File: config.mk
export PLATFORM = sky130hd
export DESIGN_NAME = dmi_sba_seq
export DESIGN_NICKNAME = d
export VERILOG_FILES = /design/src/rtl/dmi_sba_seq.sv
export SDC_FILE = /design/constraint.sdc
export NUM_CORES = 1
export LEC_CHECK = 0
export BUFFER_PORTS_ARGS = -buffer_cell sky130_fd_sc_hd__buf_2
export CAP_MARGIN = 20
export CORE_UTILIZATION = 45
export DETAILED_ROUTE_END_ITERATION = 10
export PLACE_DENSITY = 0.81
export SLEW_MARGIN = 10
export SYNTH_ARGS = -nofsm -noshare
export SYNTH_HDL_FRONTEND = slang
export SYNTH_SLANG_ARGS = --single-unit
File: constraint.sdc
create_clock -name clk_i -period 4.9 [get_ports clk_i]
set_clock_uncertainty 0.15 [all_clocks]
set_input_delay 1.47 -clock clk_i [delete_from_list [all_inputs] [get_ports clk_i]]
set_output_delay 1.47 -clock clk_i [all_outputs]
set_load 0.02 [all_outputs]
File: src/rtl/dmi_sba_seq.sv
// dmi_sba_seq: turns single 32-bit word read/write requests into the DMI
// register sequence that performs one system-bus access through the debug
// module (SBCS setup, SBAddress0, SBData0, SBCS poll, optional error clear).
// One access and one DMI transaction are in flight at a time.
// Optional feature macro: SBA_SEQ_POLL_TIMEOUT_EN bounds the number of SBCS
// polls per access to MaxPolls and reports an error when the bound is hit.
module dmi_sba_seq #(
  parameter int MaxPolls = 64
) (
  input  logic        clk_i,
  input  logic        rst_ni,
  input  logic        req_valid_i,
  output logic        req_ready_o,
  input  logic        req_we_i,
  input  logic [31:0] req_addr_i,
  input  logic [31:0] req_wdata_i,
  output logic        rsp_valid_o,
  input  logic        rsp_ready_i,
  output logic [31:0] rsp_rdata_o,
  output logic        rsp_err_o,
  output logic        dmi_req_valid_o,
  input  logic        dmi_req_ready_i,
  output logic [6:0]  dmi_req_addr_o,
  output logic [1:0]  dmi_req_op_o,
  output logic [31:0] dmi_req_data_o,
  input  logic        dmi_resp_valid_i,
  output logic        dmi_resp_ready_o,
  input  logic [31:0] dmi_resp_data_i,
  input  logic [1:0]  dmi_resp_resp_i
);

  localparam logic [6:0]  ADDR_SBCS    = 7'h38;
  localparam logic [6:0]  ADDR_SBADDR0 = 7'h39;
  localparam logic [6:0]  ADDR_SBDATA0 = 7'h3C;
  localparam logic [1:0]  OP_READ      = 2'd1;
  localparam logic [1:0]  OP_WRITE     = 2'd2;
  localparam logic [1:0]  RESP_OK      = 2'd0;
  localparam logic [1:0]  RESP_BUSY    = 2'd3;
  localparam logic [31:0] CS_WRITE     = 32'h0004_0000;  // sbaccess = 32 bit
  localparam logic [31:0] CS_READ      = 32'h0014_0000;  // plus sbreadonaddr
  localparam logic [31:0] CS_CLEAR     = 32'h0040_7000;  // W1C sbbusyerror, sberror

  typedef enum logic [2:0] {
    ST_IDLE, ST_SET_CS, ST_SET_ADDR, ST_SET_DATA,
    ST_POLL, ST_GET_DATA, ST_CLR_ERR, ST_RESP
  } state_e;

  state_e      r_state, w_state_nxt;
  logic        r_wait, w_wait_nxt;          // 0 = ISSUE phase, 1 = WAIT phase
  logic        r_we, w_we_nxt;
  logic [31:0] r_addr, w_addr_nxt;
  logic [31:0] r_wdata, w_wdata_nxt;
  logic [31:0] r_rdata, w_rdata_nxt;
  logic        r_err, w_err_nxt;
  logic        r_req_ready, w_req_ready_nxt;
  logic        r_rsp_valid, w_rsp_valid_nxt;
  logic        r_dmi_req_valid, w_dmi_req_valid_nxt;
  logic        r_dmi_resp_ready, w_dmi_resp_ready_nxt;
  logic [6:0]  r_dmi_addr, w_dmi_addr_nxt;
  logic [1:0]  r_dmi_op, w_dmi_op_nxt;
  logic [31:0] r_dmi_data, w_dmi_data_nxt;
  logic        w_dmi_state;
  logic        w_sb_busy, w_sb_err;
  logic        w_unused;

`ifdef SBA_SEQ_POLL_TIMEOUT_EN
  localparam int CNT_W = $clog2(MaxPolls + 1);
  localparam logic [CNT_W-1:0] POLL_LIMIT = CNT_W'(MaxPolls);
  logic [CNT_W-1:0] r_poll_cnt, w_poll_cnt_nxt, w_poll_cnt_inc;
  assign w_poll_cnt_inc = r_poll_cnt + CNT_W'(1);
  assign w_unused       = ^req_addr_i[1:0];
`else
  assign w_unused       = ^{req_addr_i[1:0], (MaxPolls > 0)};
`endif

  assign w_sb_busy = dmi_resp_data_i[21];
  assign w_sb_err  = (|dmi_resp_data_i[14:12]) | dmi_resp_data_i[22];

  // Next-state, latched access fields and next values of all registered outputs
  always_comb begin
    w_state_nxt = r_state;
    w_wait_nxt  = r_wait;
    w_we_nxt    = r_we;
    w_addr_nxt  = r_addr;
    w_wdata_nxt = r_wdata;
    w_rdata_nxt = r_rdata;
    w_err_nxt   = r_err;
`ifdef SBA_SEQ_POLL_TIMEOUT_EN
    w_poll_cnt_nxt = r_poll_cnt;
`endif
    case (r_state)
      ST_IDLE: begin
        if (req_valid_i && r_req_ready) begin
          w_we_nxt    = req_we_i;
          w_addr_nxt  = {req_addr_i[31:2], 2'b00};
          w_wdata_nxt = req_wdata_i;
          w_rdata_nxt = '0;
          w_err_nxt   = 1'b0;
          w_wait_nxt  = 1'b0;
          w_state_nxt = ST_SET_CS;
`ifdef SBA_SEQ_POLL_TIMEOUT_EN
          w_poll_cnt_nxt = '0;
`endif
        end
      end
      ST_RESP: begin
        if (rsp_ready_i) w_state_nxt = ST_IDLE;
      end
      default: begin
        if (!r_wait) begin
          if (dmi_req_ready_i) w_wait_nxt = 1'b1;
        end else if (dmi_resp_valid_i) begin
          // Busy response falls back to ISSUE in the same state, which
          // re-sends the identical request.
          w_wait_nxt = 1'b0;
          if (dmi_resp_resp_i != RESP_BUSY) begin
            if (dmi_resp_resp_i != RESP_OK) begin
              w_state_nxt = ST_RESP;
              w_err_nxt   = 1'b1;
              w_rdata_nxt = '0;
            end else begin
              case (r_state)
                ST_SET_CS:   w_state_nxt = ST_SET_ADDR;
                ST_SET_ADDR: w_state_nxt = r_we ? ST_SET_DATA : ST_POLL;
                ST_SET_DATA: w_state_nxt = ST_POLL;
                ST_POLL: begin
                  if (w_sb_busy) begin
`ifdef SBA_SEQ_POLL_TIMEOUT_EN
                    w_poll_cnt_nxt = w_poll_cnt_inc;
                    if (w_poll_cnt_inc == POLL_LIMIT) begin
                      w_state_nxt = ST_CLR_ERR;
                      w_err_nxt   = 1'b1;
                    end
`endif
                  end else if (w_sb_err) begin
                    w_state_nxt = ST_CLR_ERR;
                    w_err_nxt   = 1'b1;
                  end else begin
                    w_state_nxt = r_we ? ST_RESP : ST_GET_DATA;
                  end
                end
                ST_GET_DATA: begin
                  w_rdata_nxt = dmi_resp_data_i;
                  w_state_nxt = ST_RESP;
                end
                ST_CLR_ERR: begin
                  w_err_nxt   = 1'b1;
                  w_state_nxt = ST_RESP;
                end
                default: w_state_nxt = ST_IDLE;
              endcase
            end
          end
        end
      end
    endcase

    w_dmi_state          = (w_state_nxt != ST_IDLE) && (w_state_nxt != ST_RESP);
    w_req_ready_nxt      = (w_state_nxt == ST_IDLE);
    w_rsp_valid_nxt      = (w_state_nxt == ST_RESP);
    w_dmi_req_valid_nxt  = w_dmi_state && !w_wait_nxt;
    w_dmi_resp_ready_nxt = w_dmi_state && w_wait_nxt;

    w_dmi_addr_nxt = r_dmi_addr;
    w_dmi_op_nxt   = r_dmi_op;
    w_dmi_data_nxt = r_dmi_data;
    if (w_dmi_req_valid_nxt) begin
      case (w_state_nxt)
        ST_SET_CS: begin
          w_dmi_addr_nxt = ADDR_SBCS;
          w_dmi_op_nxt   = OP_WRITE;
          w_dmi_data_nxt = w_we_nxt ? CS_WRITE : CS_READ;
        end
        ST_SET_ADDR: begin
          w_dmi_addr_nxt = ADDR_SBADDR0;
          w_dmi_op_nxt   = OP_WRITE;
          w_dmi_data_nxt = w_addr_nxt;
        end
        ST_SET_DATA: begin
          w_dmi_addr_nxt = ADDR_SBDATA0;
          w_dmi_op_nxt   = OP_WRITE;
          w_dmi_data_nxt = w_wdata_nxt;
        end
        ST_POLL: begin
          w_dmi_addr_nxt = ADDR_SBCS;
          w_dmi_op_nxt   = OP_READ;
          w_dmi_data_nxt = '0;
        end
        ST_GET_DATA: begin
          w_dmi_addr_nxt = ADDR_SBDATA0;
          w_dmi_op_nxt   = OP_READ;
          w_dmi_data_nxt = '0;
        end
        ST_CLR_ERR: begin
          w_dmi_addr_nxt = ADDR_SBCS;
          w_dmi_op_nxt   = OP_WRITE;
          w_dmi_data_nxt = CS_CLEAR;
        end
        default: ;
      endcase
    end
  end

  // State, latched access and registered outputs; reset returns to IDLE at once
  always_ff @(posedge clk_i or negedge rst_ni) begin
    if (!rst_ni) begin
      r_state          <= ST_IDLE;
      r_wait           <= 1'b0;
      r_we             <= 1'b0;
      r_addr           <= '0;
      r_wdata          <= '0;
      r_rdata          <= '0;
      r_err            <= 1'b0;
      r_req_ready      <= 1'b1;
      r_rsp_valid      <= 1'b0;
      r_dmi_req_valid  <= 1'b0;
      r_dmi_resp_ready <= 1'b0;
      r_dmi_addr       <= '0;
      r_dmi_op         <= '0;
      r_dmi_data       <= '0;
`ifdef SBA_SEQ_POLL_TIMEOUT_EN
      r_poll_cnt       <= '0;
`endif
    end else begin
      r_state          <= w_state_nxt;
      r_wait           <= w_wait_nxt;
      r_we             <= w_we_nxt;
      r_addr           <= w_addr_nxt;
      r_wdata          <= w_wdata_nxt;
      r_rdata          <= w_rdata_nxt;
      r_err            <= w_err_nxt;
      r_req_ready      <= w_req_ready_nxt;
      r_rsp_valid      <= w_rsp_valid_nxt;
      r_dmi_req_valid  <= w_dmi_req_valid_nxt;
      r_dmi_resp_ready <= w_dmi_resp_ready_nxt;
      r_dmi_addr       <= w_dmi_addr_nxt;
      r_dmi_op         <= w_dmi_op_nxt;
      r_dmi_data       <= w_dmi_data_nxt;
`ifdef SBA_SEQ_POLL_TIMEOUT_EN
      r_poll_cnt       <= w_poll_cnt_nxt;
`endif
    end
  end

  assign req_ready_o      = r_req_ready;
  assign rsp_valid_o      = r_rsp_valid;
  assign rsp_rdata_o      = r_rdata;
  assign rsp_err_o        = r_err;
  assign dmi_req_valid_o  = r_dmi_req_valid;
  assign dmi_resp_ready_o = r_dmi_resp_ready;
  assign dmi_req_addr_o   = r_dmi_addr;
  assign dmi_req_op_o     = r_dmi_op;
  assign dmi_req_data_o   = r_dmi_data;

endmodule

### Word-level counts from Yosys, hierarchy flattened

Index checks and enable logic that the tools add are counted.

* bits in registers: 147
* bits of input ports: 105
* output and inout port bits: 78
* word-level logic and storage cells: 106

* equality and inequality tests: 19
* multiplexer cells: 43
* bitwise operators: 2
* reduce and logical (&&, ||, !) cells: 28

Operators with widths (number)
* 2-to-1 mux 32 bit: 10
* case mux 32 bit (5 select lines): 1
* case mux 32 bit (2 select lines): 1
* == test 3 bit (second input constant): 8
* 2-to-1 mux 3 bit: 8
* 2-to-1 mux 21 bit: 1
* case mux 7 bit (3 select lines): 1
* case mux 3 bit (5 select lines): 1
* 2-to-1 mux 1 bit: 13
* == test 3 x 2 -> 1 bit (second input constant): 4
* nonzero test 2 bit: 5
* nonzero test 3 bit: 3
* != test 4 x 3 -> 1 bit (second input constant): 2
* AND reduction 8 bit: 1
* == test 3 x 1 -> 1 bit (second input constant): 2
* logical NOT 3 bit: 2
* case mux 1 bit (2 select lines): 3
* case mux 3 bit (2 select lines): 1
* AND reduction 2 bit: 3
* AND reduction 6 bit: 1
* OR reduction 2 bit: 3
* OR reduction 3 bit: 2
* nonzero test 5 bit: 1
* logical AND 1 bit: 4
* other kinds (9): 11

### Logic depth before layout (Yosys ltp)

Gate-level depths: netlist (run 1).

* word-level depth: 14
* depth in mapped cells: 12
* mapped depth without buffers: 9

### Least setup slack after synthesis (run 1)

OpenSTA, ideal clock, no wires.

* path kind: input port to flip-flop
* start: in dmi_resp_data_i[21]
* end: reg r_dmi_data[10] (netlist: dmi_req_data_o[10])
* setup time: 145 ps
* arrival: 3041 ps
* data required time: 4605 ps
* setup slack: 1564 ps
* stages: 11
* buffers on the path: 2
* path through: nor4b_1 a21boi_1 a2111oi_2 a221o_2 inv_2 a31o_1 buf_6 inv_6 nand2_4 buf_6 o31ai_2

* word-level cells in the longest chain between the ends: 11
* elaborated cells on any way between the ends: 21

Ends and longest elaborated chain
* start: declaration: line 28 `input logic [31:0] dmi_resp_data_i,`
* 2-to-1 mux 3 bit (*): line 127 `if (w_sb_busy) begin`
* case mux 3 bit (5 select lines) (*): line 122 `case (r_state)`
* 2-to-1 mux 3 bit (*): line 117 `if (dmi_resp_resp_i != RESP_OK) begin`
* 2-to-1 mux 3 bit (*): line 116 `if (dmi_resp_resp_i != RESP_BUSY) begin`
* 2-to-1 mux 3 bit (*): line 112 `end else if (dmi_resp_valid_i) begin`
* 2-to-1 mux 3 bit (*): line 110 `if (!r_wait) begin`
* case mux 3 bit (2 select lines) (*): line 91 `case (r_state)`
* via w_state_nxt[1]: line 48 `state_e r_state, w_state_nxt;`
* != test 3 bit or nonzero test 3 bit (tied branches): line 158 `w_dmi_state = (w_state_nxt != ST_IDLE) && (w_state_nxt != ST_RESP);`
* logical AND 1 bit (*): line 158
* logical AND 1 bit (*): line 161 `w_dmi_req_valid_nxt = w_dmi_state && !w_wait_nxt;`
* via w_dmi_req_valid_nxt: line 57 `logic r_dmi_req_valid, w_dmi_req_valid_nxt;`
* AND reduction 2 bit (no line) (*)
* end signal: assignment: line 238 `r_dmi_data <= w_dmi_data_nxt;`
* end: declaration: line 61 `logic [31:0] r_dmi_data, w_dmi_data_nxt;`

Mark *: on every way through the listed nets, which the timed path passes. The rest lies on a longest branch.
A chain may end at the register's enable or synchronous reset.

### Worst setup path in the final report (run 1)

* start: in dmi_resp_valid_i
* end: reg r_dmi_data[22] (netlist: dmi_req_data_o[22])

* word-level cells in the longest chain between the ends: 7
* elaborated cells on any way between the ends: 21

Ends and longest elaborated chain
* start: declaration: line 26 `input logic dmi_resp_valid_i,`
* 2-to-1 mux 3 bit (*): line 112
* 2-to-1 mux 3 bit (*): line 110
* case mux 3 bit (2 select lines) (*): line 91
* via w_state_nxt[1]: line 48
* != test 3 bit or nonzero test 3 bit (tied branches): line 158
* logical AND 1 bit (*): line 158
* logical AND 1 bit (*): line 161
* via w_dmi_req_valid_nxt: line 57
* AND reduction 2 bit (no line) (*)

Marked as above.

==> impl_results.md, run 1 <==
* Share of layout cells above drive strength 1 at 0.4639
* Clock Sinks at around 140
* Hold crit path type: register to register
* Worst setup margin at between 1 and 1.5 ns
* Leakage power at 3.959 nW
* Hold_ws at approximately 0.33 ns
* Number of buffers created by CTS at 17
* Cell depth of the worst hold path at 2
* Wirelength per Cell at approximately 16 um
* Antenna violations before repair at 0
* Synth area leader: dfrtp_1
* RSZ-0062 raised after global routing: no
* Vias in the first global route at between 4000 and 5000
* Reg2Reg Depth at 6
* Main area contributors after synthesis: dfrtp_1 57%, mux2_2 11%, nand2_1 6.1%
* FF+latch area at 0.003580 sq mm
* CTS tree: built
* Sw Ratio at 0.4024
* Top cells by count, synth: 142 x dfrtp_1, 101 x nand2_1, 63 x mux2_2
* First-pass GRT wire length at around 23000 um
* Slew Limit Fails at 0
* Highest clock rate at approximately 280 MHz
* Fin nets at ~800
* Number of port buffers at 178
* Pwr Density at between 600 and 700 mW/mm^2
* Antenna cells at 0
* GR Util All Layers at 0.2091
* Reg-to-Reg Start: r_state[0]
* Relative slew margins at 0.2963
* Initial Util at 0.4673
* I/O Pins at roughly 180
* DR iter-0 viols at ~150
* Largest net degree at the start of global routing at 111
* Hold Crit Start: dmi_req_data_o[4]
* Later-pin clock latency in the skew report at 0.42 ns
* Synth Register Bits at roughly 140
* Tmin final at 3.529 ns
* Synth top area share at 0.5674
* Post-synth EDFFs at 0
* Die ar. at about 0.014 sq mm
* CTS Hold Bufs at 0
* Dpl ws at 0.9246 ns
* R2R setup slack at between 1.5 and 2 ns
* Comb power frac at 0.414
* CTS Buffer Depth at 2
* Synth Instances at 524
* Total wire length at roughly 14000 um
* Final setup TNS at 0 ns
* Max Cap Violations at 0
* Row cnt at 42
* Final hold viol count at 0
* Die width at between 100 and 150 um
* Mapped Area at ~0.0063 sq mm
* NetSw at around 2.1 mW
* Worst-Margin Slew at roughly 1.1 ns
* WHS Endpoint: dmi_req_data_o[4]
* Distinct cell type count after synthesis at between 50 and 60
* Layout filler cell count at between 1000 and 1500
* Post-synthesis sequential area ratio at 0.5716
* H-tree depth at 4
* Worst Path Arrival at about 3.7 ns
* Post-DRT Antenna Nets at 0
* Reg power frac at 0.348
* Area grow syn2layout at 25.02%
* DR vias at about 4600
* Outcome: finished clean
* Post-cts sizing count at 0
* Final Cycle Share at 0.7202
* Setup CP Type: input pin to register
* Most frequent cell after synthesis: dfrtp_1
* Internal power at roughly 3.1 mW
* DRC at 0
* Final Wtd Congestion at approximately 0.85
* Die height at between 100 and 150 um
* Reg clk slew, reported paths at roughly 0.060 ns
* Root Driver: clkbuf_16
* Final Non-Filler Cells at just under 900
* Vias per inst at between 5 and 6
* Post-synth ARST share at 1.000
* Ys Warns at 0
* Maximum vdd drop at between 300 and 400 uV
* Core area at between 0.01 and 0.015 sq mm
* CP endpoint kind: register
* Multi-input gate area at around 0.0024 sq mm
* Avg Cell Area, Syn at between 10 and 15 sq um
* Crit path max fanout at 30
* Post-CTS setup buffers at 0
* Crit Reg-Reg Endpoint: dmi_req_data_o[8]
* Crit start category: input pin
* Power, Total at 5.271 mW
* CP required at 5.02 ns
* Clock share of power at 0.238
* Detail Placement HPWL at a little under 10000 um
* Main synth FF type: dfrtp_1
* TritonRoute pass-1 iters at 4
* Total gr overflow at 0
* Final setup viols at 0
* Placed insts at approximately 850
==> power by group through the flow <==
| stage | combinational, mW | clock (mW) | sequential (mW) |
|---|---|---|---|
| floorplan | 1.31 | 0 | 2.11 |
| global placement | 2.15 | 0 | 1.82 |
| detailed placement | 2.21 | 0 | 1.85 |
| CTS | 2.21 | 1.28 | 1.84 |
| global route | 2.38 | 1.33 | 1.88 |
| finish | 2.18 | 1.25 | 1.84 |
==> placed cells by master (no fill, tap or decap), types with 3 or more instances in the layout <==
cell type,instances
clkbuf_16,17
o21ai_1,7
inv_1,3
nand2_1,101
clkinvlp_4,3
o21a_1,4
nor2_1,11
nand3_1,3
clkbuf_8,3
mux2i_1,28
o31ai_1,3
and3_1,3
a31oi_1,6
clkinv_2,4
buf_2,177
dfrtp_1,142
buf_4,10
o31ai_2,26
o21ai_0,38
a21oi_1,4
mux2_2,63
==> cells by family (layout without fill, tap and decap cells) <==
family          count (synthesis)  in the layout  synth area share
mux                            91             91            0.1580
compound gates                108            108            0.1339
simple gates                  135            135           0.09271
flops                         143            143            0.5716
buf+inv                        46            228           0.04316
other cells                     1              2         0.0005988
==> area by class of cell <==
cell class	count	area share
inverter	8	0.004795
timing repair buffer	188	0.1242
clock buffer	22	0.06057
sequential	143	0.4572
multi-input combinational	336	0.3109
tap	176	0.02813
clock inverter	10	0.01422
==> metrics by stage <==
step	utilization	area, sq um
after floorplan	-	6266
after global placement	0.5405	7243
after detailed placement	0.5405	7243
after CTS	0.5842	7829
after global routing	0.5842	7829
final	0.5842	7829
==> how the worst max path moves through the flow <==
stage,start,end,slack [ns],cells past startpoint
global placement,req_valid_i,dmi_req_data_o[20],1.01,7
detailed placement,dmi_resp_valid_i,dmi_req_data_o[22],0.92,10
finish,dmi_resp_valid_i,dmi_req_data_o[22],1.37,10
CTS,dmi_resp_data_i[21],dmi_req_data_o[22],1.37,10
floorplan,dmi_resp_data_i[21],dmi_req_data_o[10],1.56,11
global route,dmi_resp_valid_i,dmi_req_data_o[22],1.22,10
==> registers in the layout (all words and copies together), names as in the netlist <==
register / flops
r_wdata: 32
rsp_rdata_o: 32
req_ready_o: 1
r_addr: 32
dmi_resp_ready_o: 1
dmi_req_valid_o: 1
r_we: 1
dmi_req_data_o: 32
dmi_req_op_o: 2
rsp_err_o: 1
dmi_req_addr_o: 3
rsp_valid_o: 1
r_state: 3
r_wait: 1
==> metal layers <==
layer	track usage	wire length, um
met1	0.2505	5924
met2	0.3477	7029
met3	0.06606	1200
met4	0.08438	144
met5	0	0
==> worst max-delay path, stage by stage <==
cell and delay [ns]:
buf_2 0.11, nand2_1 0.10, a21oi_2 0.29, o21ai_0 0.16, a221o_2 0.45, inv_2 0.15, a31o_1 0.26, inv_6 0.05
nand2_4 0.41, o21ai_1 0.16
Note: power is estimated with default switching activity, not from simulation.
==> inputs of run 2 (changes only) <==
--- a/config.mk
+++ b/config.mk
@@ -9,7 +9,7 @@
 export CAP_MARGIN = 20
 export CORE_UTILIZATION = 45
 export DETAILED_ROUTE_END_ITERATION = 10
-export PLACE_DENSITY = 0.81
+export PLACE_DENSITY = 0.84
 export SLEW_MARGIN = 10
 export SYNTH_ARGS = -nofsm -noshare
 export SYNTH_HDL_FRONTEND = slang
==> constraint.sdc (replaced) <==
create_clock -name clk_i -period 2.9 [get_ports clk_i]
set_clock_uncertainty 0.15 [all_clocks]
set_input_delay 0.87 -clock clk_i [delete_from_list [all_inputs] [get_ports clk_i]]
set_output_delay 0.87 -clock clk_i [all_outputs]
set_load 0.02 [all_outputs]
==> run 2 against run 1 <==
Compared with the run above: first-iteration DRC count increased by 2.7%; sequential share of layout area decreased by 2.0 points; final cell count is 3.2% higher; non-clock buffer count rose by 28; largest cell class unchanged.
==> impl_results.md, run 2 (same netlist as run 1, synthesis figures left out) <==
* Outcome: finished clean
* RSZ-0062 raised after global routing: no
* CTS Buffer Depth at 2 (unchanged)
* Detail Placement HPWL at 10240 um (+4.5%)
* Tmin final at 2.625 ns
* H-tree depth at 4 (unchanged)
* Crit start category: register
* Row cnt at 42 (unchanged)
* DRC at 0 (unchanged)
* Highest clock rate at about 380 MHz
* FF+latch area at 0.003580 sq mm (unchanged)
* TritonRoute pass-1 iters at 4 (unchanged)
* Number of buffers created by CTS at 17 (unchanged)
* Final setup viols at 0 (unchanged)
* Fin nets at 827 (+3.5%)
* Number of port buffers at 178 (unchanged)
* Final Cycle Share at 0.9051
* Slew Limit Fails at 0 (unchanged)
* Antenna cells at 0 (unchanged)
* Post-DRT Antenna Nets at 0 (unchanged)
* Die ar. at 0.01439 sq mm (unchanged)
* Worst Path Arrival at 2.80 ns (-0.85 ns)
* Antenna violations before repair at 1 (+1)
* Reg clk slew, reported paths at 0.06 ns (about the same)
* Max Cap Violations at 0 (unchanged)
* Total gr overflow at 0 (unchanged)
* Crit path max fanout at 21 (-30%)
* Final hold viol count at 0 (unchanged)
* Pwr Density at 1154 mW/mm^2 (+71%)
* Setup CP Type: register to register
* GR Util All Layers at 0.2155 (+0.006398)
* Clock Sinks at 143 (unchanged)
* CP endpoint kind: register
* Area grow syn2layout at 30.67%
* CTS tree: built
* Die width at 120.0 um (unchanged)
* Later-pin clock latency in the skew report at 0.41 ns (about the same)
* Root Driver: clkbuf_16
* Wirelength per Cell at 16.10 um (-0.57%)
* Vias in the first global route at 4806 (+2.6%)
* Share of layout cells above drive strength 1 at 0.4857 (+0.02178)
* Hold crit path type: input pin to async pin
* Leakage power at 4.155 nW (+5.0%)
* Maximum vdd drop at 587.9 uV (+60%)
* I/O Pins at 183 (unchanged)
* Final Wtd Congestion at 0.7887 (-7.3%)
* Relative slew margins at 0.6284 (+0.3321)
* Power, Total at 9.446 mW (+79%)
* Post-CTS setup buffers at 0 (unchanged)
* Placed insts at 879 (+3.3%)
* First-pass GRT wire length at 23930 um (+2.8%)
* Multi-input gate area at 0.002441 sq mm (+0.31%)
* Final Non-Filler Cells at 911 (+3.2%)
* DR iter-0 viols at 152 (+2.7%)
* Initial Util at 0.4673 (unchanged)
* Layout filler cell count at 1051 (-6.2%)
* Vias per inst at 5.132 (-1.8%)
* Utilization after layout at 0.6106 (+0.02642)
* Total wire length at 14670 um (+2.6%)
* Post-cts sizing count at 0 (unchanged)
* Most common cell after layout, fill and taps aside: buf_2
* CP required at 3.07 ns (-1.95 ns)
* Worst-Margin Slew at 0.5574 ns (-0.4981 ns)
* CTS Hold Bufs at 0 (unchanged)
* DR vias at 4675 (+1.3%)
* Hold_ws at 0.2900 ns (-0.03590 ns)
* Core area at 0.01340 sq mm (unchanged)
* Most frequent cells in the layout: 177 x buf_2, 142 x dfrtp_1, 101 x nand2_1, 63 x mux2_2, 38 x o21ai_0
* Largest net degree at the start of global routing at 65 (-41%)
* Die height at 120.0 um (unchanged)
[run 2: worst paths after layout]
| check | slack (ns) | startpoint | depth (start not counted) | to |
|---|---|---|---|---|
| worst max-delay path | 0.28 | r_state[2] | 10 | dmi_req_data_o[5] |
| worst min-delay path | 0.29 | rst_ni | 1 | rsp_rdata_o[7] |
| worst max register to register | 0.28 | r_state[2] | 10 | dmi_req_data_o[5] |
| worst min register to register | 0.32 | rsp_rdata_o[31] | 2 | rsp_rdata_o[31] |
| max in group asynchronous | 1.66 | rst_ni | 2 | dmi_req_data_o[11] |
| min in group clk_i | 0.32 | rsp_rdata_o[31] | 2 | rsp_rdata_o[31] |
[run 2: power by group]
part,switching (mW),internal [mW],total [mW]
logic,2.56,1.63,4.19
registers,0.330,2.71,3.04
clock network,0.803,1.42,2.22
total,3.69,5.76,9.45
[run 2: worst max-delay path: stages (launching register included)]
cell	delay, ns
dfrtp_1	0.48
nor2_1	0.08
o31ai_1	0.43
buf_4	0.20
a2111oi_2	0.04
a221o_2	0.34
inv_2	0.07
a31o_1	0.24
buf_4	0.30
nand2_1	0.11
o31ai_2	0.07
[run 2: final cells by class]
class,count,area share
tap,176,0.02691
clock buffer,22,0.05795
clock inverter,10,0.01651
inverter,8,0.004587
sequential,143,0.4375
multi-input combinational,336,0.2983
timing repair buffer,216,0.1583
[run 2: routing by layer]
metal  up-vias  share of wire  track usage
met5         -        0.00068            0
met4         2         0.0094      0.06250
met3        13          0.090      0.08793
met2       163           0.48       0.3499
met1      2277           0.42       0.2624
li1       2220              -            -
[run 2: per-stage QoR]
stage	instance area, sq um	setup TNS, ns	worst slack, ns
6_report	8183	0	0.2752
3_5_place_dp	7566	-3.666	-0.1446
2_1_floorplan	6266	0	0.1641
5_1_grt	8183	0	0.1320
3_3_place_gp	7566	-2.024	-0.08514
4_1_cts	8175	0	0.2779
